## config.mk

```make
export PLATFORM = sky130hd
export DESIGN_NAME = gcd_result_display_flat
export DESIGN_NICKNAME = d
export VERILOG_FILES = /design/src/rtl/gcd_result_display_if.sv /design/src/rtl/gcd_result_display.sv /design/src/flat_wrapper.sv
export SDC_FILE = /design/constraint.sdc
export NUM_CORES = 1
export LEC_CHECK = 0
export ABC_AREA = 1
export CAP_MARGIN = 20
export CORE_MARGIN = 5
export CORE_UTILIZATION = 60
export CTS_BUF_LIST = sky130_fd_sc_hd__clkbuf_4 sky130_fd_sc_hd__clkbuf_8
export CTS_CLUSTER_SIZE = 14
export DETAILED_ROUTE_END_ITERATION = 8
export GPL_ROUTABILITY_DRIVEN = 0
export PLACE_DENSITY = 0.79
export SLEW_MARGIN = 40
export SYNTH_ARGS = -nofsm -noshare
export SYNTH_HDL_FRONTEND = slang
export SYNTH_SLANG_ARGS = --single-unit
```

## constraint.sdc

```tcl
create_clock -name Clock -period 2.7 [get_ports Clock]
set_clock_uncertainty 0.1 [all_clocks]
set_input_delay 0.27 -clock Clock [delete_from_list [all_inputs] [get_ports Clock]]
set_output_delay 0.27 -clock Clock [all_outputs]
set_load 0.005 [all_outputs]
```

## src/rtl/gcd_result_display_if.sv

```systemverilog
// Signal bundle between the EC2 processor (master) and the result display stage (slave).
interface gcd_result_display_if;
    logic        Halt;
    logic [7:0]  Output;
    logic [3:0]  state;
    logic [11:0] Bcd;
    logic        Valid;
    logic        Busy;
    logic [6:0]  Seg;
    logic [3:0]  Digit_en;

    modport master (
        output Halt, Output, state,
        input  Bcd, Valid, Busy, Seg, Digit_en
    );

    modport slave (
        input  Halt, Output, state,
        output Bcd, Valid, Busy, Seg, Digit_en
    );
endinterface

```

## src/rtl/gcd_result_display.sv

```systemverilog
// Result display stage: captures the processor result on a Halt rise, converts it
// to 3-digit BCD with a sequential double-dabble (one shift per clock), and drives a
// 4-digit multiplexed active-low 7-segment display (units, tens, hundreds, state).
module gcd_result_display #(
    parameter int unsigned REFRESH_DIV = 4
) (
    input  logic                 Clock,
    input  logic                 Reset,
    gcd_result_display_if.slave  bus
);

    localparam int unsigned   CW    = (REFRESH_DIV > 1) ? $clog2(REFRESH_DIV) : 1;
    localparam logic [CW-1:0] RMAX  = CW'(REFRESH_DIV - 1);
    localparam logic [6:0]    DASH  = 7'b0111111;
    localparam logic [6:0]    BLANK = 7'h7F;

    typedef enum logic [1:0] {
        IDLE,
        CONVERT,
        DONE
    } fsm_t;

    fsm_t        fsm;
    logic        halt_d;
    logic        halt_rise;
    logic [19:0] sr;
    logic [19:0] sr_adj;
    logic [19:0] sr_next;
    logic [2:0]  cnt;
    logic [11:0] bcd;
    logic        valid;
    logic        busy;

    logic [CW-1:0] rcnt;
    logic [1:0]    idx;
    logic [1:0]    idx_next;
    logic [3:0]    digit_en;
    logic [6:0]    seg;
    logic [6:0]    seg_next;

    assign halt_rise = bus.Halt & ~halt_d;
    assign idx_next  = idx + 2'd1;

    // Active-low glyph for a hex digit; table is written active-high (gfedcba) and inverted.
    function automatic logic [6:0] glyph(input logic [3:0] d);
        logic [6:0] on;
        case (d)
            4'h0: on = 7'h3F;
            4'h1: on = 7'h06;
            4'h2: on = 7'h5B;
            4'h3: on = 7'h4F;
            4'h4: on = 7'h66;
            4'h5: on = 7'h6D;
            4'h6: on = 7'h7D;
            4'h7: on = 7'h07;
            4'h8: on = 7'h7F;
            4'h9: on = 7'h6F;
            4'hA: on = 7'h77;
            4'hB: on = 7'h7C;
            4'hC: on = 7'h39;
            4'hD: on = 7'h5E;
            4'hE: on = 7'h79;
            default: on = 7'h71;
        endcase
        return ~on;
    endfunction

    // One double-dabble step: add 3 to every BCD nibble >= 5, then shift left by one.
    always_comb begin
        sr_adj = sr;
        for (int unsigned i = 0; i < 3; i++) begin
            if (sr_adj[8 + 4*i +: 4] >= 4'd5)
                sr_adj[8 + 4*i +: 4] = sr_adj[8 + 4*i +: 4] + 4'd3;
        end
        sr_next = {sr_adj[18:0], 1'b0};
    end

    // Capture / convert FSM with registered Bcd, Valid and Busy.
    always_ff @(posedge Clock) begin
        if (!Reset) begin
            fsm    <= IDLE;
            halt_d <= 1'b0;
            sr     <= '0;
            cnt    <= '0;
            bcd    <= '0;
            valid  <= 1'b0;
            busy   <= 1'b0;
        end else begin
            halt_d <= bus.Halt;
            case (fsm)
                IDLE, DONE: begin
                    if (halt_rise) begin
                        sr    <= {12'b0, bus.Output};
                        cnt   <= '0;
                        valid <= 1'b0;
                        busy  <= 1'b1;
                        fsm   <= CONVERT;
                    end
                end
                CONVERT: begin
                    sr  <= sr_next;
                    cnt <= cnt + 3'd1;
                    if (cnt == 3'd7) begin
                        bcd   <= sr_next[19:8];
                        valid <= 1'b1;
                        busy  <= 1'b0;
                        fsm   <= DONE;
                    end
                end
                default: fsm <= IDLE;
            endcase
        end
    end

    // Glyph for the digit about to be selected, with leading-zero blanking.
    always_comb begin
        seg_next = DASH;
        case (idx_next)
            2'd0: seg_next = valid ? glyph(bcd[3:0]) : DASH;
            2'd1: begin
                if (!valid)
                    seg_next = DASH;
                else if (bcd[11:8] == 4'd0 && bcd[7:4] == 4'd0)
                    seg_next = BLANK;
                else
                    seg_next = glyph(bcd[7:4]);
            end
            2'd2: begin
                if (!valid)
                    seg_next = DASH;
                else if (bcd[11:8] == 4'd0)
                    seg_next = BLANK;
                else
                    seg_next = glyph(bcd[11:8]);
            end
            default: seg_next = glyph(bus.state);
        endcase
    end

    // Refresh divider and digit scan; Digit_en and Seg change together on the wrap edge.
    always_ff @(posedge Clock) begin
        if (!Reset) begin
            rcnt     <= '0;
            idx      <= 2'd0;
            digit_en <= 4'b0001;
            seg      <= DASH;
        end else if (rcnt == RMAX) begin
            rcnt     <= '0;
            idx      <= idx_next;
            digit_en <= 4'b0001 << idx_next;
            seg      <= seg_next;
        end else begin
            rcnt <= rcnt + CW'(1);
        end
    end

    assign bus.Bcd      = bcd;
    assign bus.Valid    = valid;
    assign bus.Busy     = busy;
    assign bus.Seg      = seg;
    assign bus.Digit_en = digit_en;

endmodule

```

## src/flat_wrapper.sv

```systemverilog
// flat-port wrapper written by rule: the top's interface ports become plain ports
module gcd_result_display_flat 
#(
    parameter int unsigned REFRESH_DIV = 4
)
  (Clock, Reset, bus_Halt, bus_Output, bus_state, bus_Bcd, bus_Valid, bus_Busy, bus_Seg, bus_Digit_en);
  gcd_result_display_if bus_i ();
  input  logic Clock;
  input  logic Reset;
  input wire logic [$bits(bus_i.Halt)-1:0] bus_Halt;
  input wire logic [$bits(bus_i.Output)-1:0] bus_Output;
  input wire logic [$bits(bus_i.state)-1:0] bus_state;
  output wire logic [$bits(bus_i.Bcd)-1:0] bus_Bcd;
  output wire logic [$bits(bus_i.Valid)-1:0] bus_Valid;
  output wire logic [$bits(bus_i.Busy)-1:0] bus_Busy;
  output wire logic [$bits(bus_i.Seg)-1:0] bus_Seg;
  output wire logic [$bits(bus_i.Digit_en)-1:0] bus_Digit_en;
  assign bus_i.Halt = bus_Halt;
  assign bus_i.Output = bus_Output;
  assign bus_i.state = bus_state;
  assign bus_Bcd = bus_i.Bcd;
  assign bus_Valid = bus_i.Valid;
  assign bus_Busy = bus_i.Busy;
  assign bus_Seg = bus_i.Seg;
  assign bus_Digit_en = bus_i.Digit_en;
  gcd_result_display #(.REFRESH_DIV(REFRESH_DIV)) u_core (.Clock(Clock), .Reset(Reset), .bus(bus_i));
endmodule
```

==> results.json <==
{
  "vias": 3923,
  "reg2reg_slack_ns": 0.32,
  "cts_setup_buffers": 0,
  "rows": 30,
  "power_frac_comb": 0.086,
  "remaining_drc_errors": 0,
  "clkPwrFrac": 0.415,
  "final_nets": 694,
  "die-area_sq_um": 8870,
  "die_h_um": 94.2,
  "grt_pass1_wl_mm": 16.1,
  "synth_top_cell_area_share": 0.358,
  "cts-root-buf": "clkbuf_8",
  "synth_warnings": 0,
  "synthCells": 599,
  "clk_latency_ns": 0.35,
  "synth_cell_type_count": 36,
  "drt_pass1_iterations": 5,
  "hold_start": "u_core.rcnt[0]",
  "grt.overflow.total": 0,
  "postLayoutCoreUtil": 0.725,
  "area_delta_synth_final_pct": 16.5,
  "period_minus_slack_ns": 2.38,
  "synth_enable_flop_cells": 0,
  "max_cap_viol_count": 0,
  "grt_pass1_vias": 3503,
  "yosysMostFrequentCell": "nand2_1",
  "holdCritPathClass": "flop to flop",
  "design.portCount": 40,
  "r2r_cells": 13,
  "dp_hpwl_mm": 7.09,
  "fp.dieW_um": 94.2,
  "post_drt_via_cell_ratio": 5.30,
  "drtIter0Drc": 196,
  "seq_area_frac_synth": 0.358,
  "async_reset_ff_frac": 0,
  "synth_fp_nets": 653,
  "clock_path_buffers": 2,
  "grt_usage": 0.229,
  "crit_path_start_kind": "flop",
  "p_sw_frac": 0.232,
  "worstHoldPathCells": 1,
  "yosys-top-cells-area": "dfxtp_1, nand2_1, ha_1, nand3_1, inv_1",
  "cts.clk_slew.worst_paths_ns": 0.08,
  "intPower_mw": 1.80,
  "maxSlewViolCount": 0,
  "cp_data_required_time_ns": 2.84,
  "min_to": "u_core.rcnt[0]",
  "rsz0062_at_grt": "false",
  "drive_gt1_frac": 0.0745,
  "wire_per_inst_um": 12.8,
  "p_switching_mw": 0.544,
  "cts_buffers": 9,
  "cp.arrival_ns": 2.52,
  "start_util": 0.622,
  "synth_ff_type": "dfxtp_1",
  "cts_sinks": 76,
  "p_per_area_nw_per_um2": 473,
  "hold_viol": 0,
  "cp_max_fo": 19,
  "synth.cell_area_sq_um": 4250,
  "tritoncts": "built",
  "tns_ns": 0,
  "coreArea_sq_um": 6830,
  "max_freq_ghz": 0.420,
  "ys_top_cells_by_count": "nand2_1, dfxtp_1, inv_1",
  "cts_resized": 0,
  "grt_max_degree": 28,
  "port_buffers": 39,
  "antenna_found_initial": 0,
  "outcome": "finished clean",
  "p_leak_nw": 2.22,
  "syn_avg_cell_area_sq_um": 7.09,
  "worst_slew_pin_slew_ns": 0.547,
  "drt-total-wl_mm": 9.50,
  "yosys.area.top_type": "dfxtp_1",
  "fin_crit_sh": 0.882,
  "synth-seq-cells": 76,
  "cp-end-kind": "flop",
  "finalSetupViolCount": 0,
  "criticalPathCategory": "flop to flop",
  "r2r_start": "u_core.cnt[0]",
  "relSlewSlack": 0.632,
  "n_antenna_cell": 0,
  "seqPwrFrac": 0.499,
  "cts_max_level": 3,
  "fillers": 578,
  "hold_buffers": 0,
  "irDropWorstVdd_uv": 239,
  "postRouteAntennaNets": 0
}
layer usage:
layer / GRT usage / vias to the layer above / wire (um) / part of all wire
met1: 0.311 / 1785 / 4500 / 0.47
met3: 0.0425 / 15 / 481 / 0.051
li1: - / 2029 / - / -
met2: 0.361 / 94 / 4350 / 0.46
met5: 0 / - / 0 / 0
met4: 0.0854 / 0 / 171 / 0.018
kinds of logic after synthesis:
| group | synth area share |
|---|---|
| AOI/OAI and AO/OA | 0.138 |
| adders and majority gates | 0.115 |
| buffers and inverters | 0.0819 |
| DFF | 0.358 |
| and+or+nand+nor | 0.308 |
worst max-delay path, stage by stage (launching register included):
cell and delay, ns:
dfxtp_1 0.36, ha_1 0.17, ha_1 0.22, inv_2 0.09, nor2_8 0.29, o21a_1 0.15
nand2_1 0.15, inv_1 0.15, ha_1 0.18, inv_1 0.04, nand3_1 0.12, nand2_1 0.07
nor2_1 0.13, nor2_1 0.05
power groups by stage:
stage | Combinational, mW | Sequential, mW | Clock [mW]
final | 0.200 | 1.17 | 0.972
after global routing | 0.227 | 1.17 | 1.04
after CTS | 0.201 | 1.17 | 0.978
after detailed placement | 0.200 | 1.20 | 0
after global placement | 0.195 | 1.19 | 0
after floorplan | 0.123 | 1.19 | 0
area by class of cell:
cell class	count	area, sq um	share of cell area
clock buffers	11	151	0.0306
flip-flops and latches	76	1520	0.307
inverters	72	270	0.0546
well taps	96	120	0.0243
clock inverters	4	72.6	0.0147
repair buffers	45	435	0.0879
multi-input cells	436	2380	0.481
through the flow:
step	power [mW]	hold slack, ns	cells	area [sq um]	setup slack [ns]
2_1_floorplan	1.32	0.268	599	4250	0.568
3_3_place_gp	1.39	0.309	725	4730	0.470
3_5_place_dp	1.40	0.318	725	4730	0.338
4_1_cts	2.35	0.328	740	4950	0.318
5_1_grt	2.44	0.334	740	4950	0.0400
6_report	2.34	0.327	740	4950	0.317
cells in the final DEF, fill, tap and decap left out:
master,synthesis,final
nand3_2,4,4
o22a_1,1,1
a21oi_4,1,1
inv_1,65,65
nand2_1,178,178
nand3b_1,4,4
bufinv_16,0,2
clkinv_2,0,1
o21a_4,1,1
o21a_2,1,1
a22oi_1,1,1
nor2_1,27,27
dfxtp_1,76,76
o21ai_1,6,6
nand2_2,4,4
a21o_1,1,1
o21ai_0,31,31
clkdlybuf4s50_1,0,39
nand2_4,3,3
a21oi_2,1,1
buf_4,1,6
nor2_8,1,1
o21ai_2,1,1
or2_1,1,1
o21a_1,5,5
a31oi_1,9,9
clkbuf_8,0,11
inv_2,7,7
a21oi_1,42,42
ha_1,39,39
nand3_1,61,61
clkinvlp_4,0,1
nand4_1,4,4
o22ai_1,1,1
nor3_1,4,4
nor2_4,2,2
nor3_2,1,1
o211ai_1,1,1
worst max-delay path by stage:
stage | startpoint | endpoint | cells past startpoint
floorplan | u_core.cnt[0] | flop | 14
global placement | u_core.cnt[0] | flop | 12
detailed placement | u_core.cnt[0] | flop | 13
CTS | u_core.cnt[0] | flop | 13
global route | u_core.cnt[0] | flop | 13
finish | u_core.cnt[0] | flop | 13
Note: power is estimated with default switching activity, not from simulation.
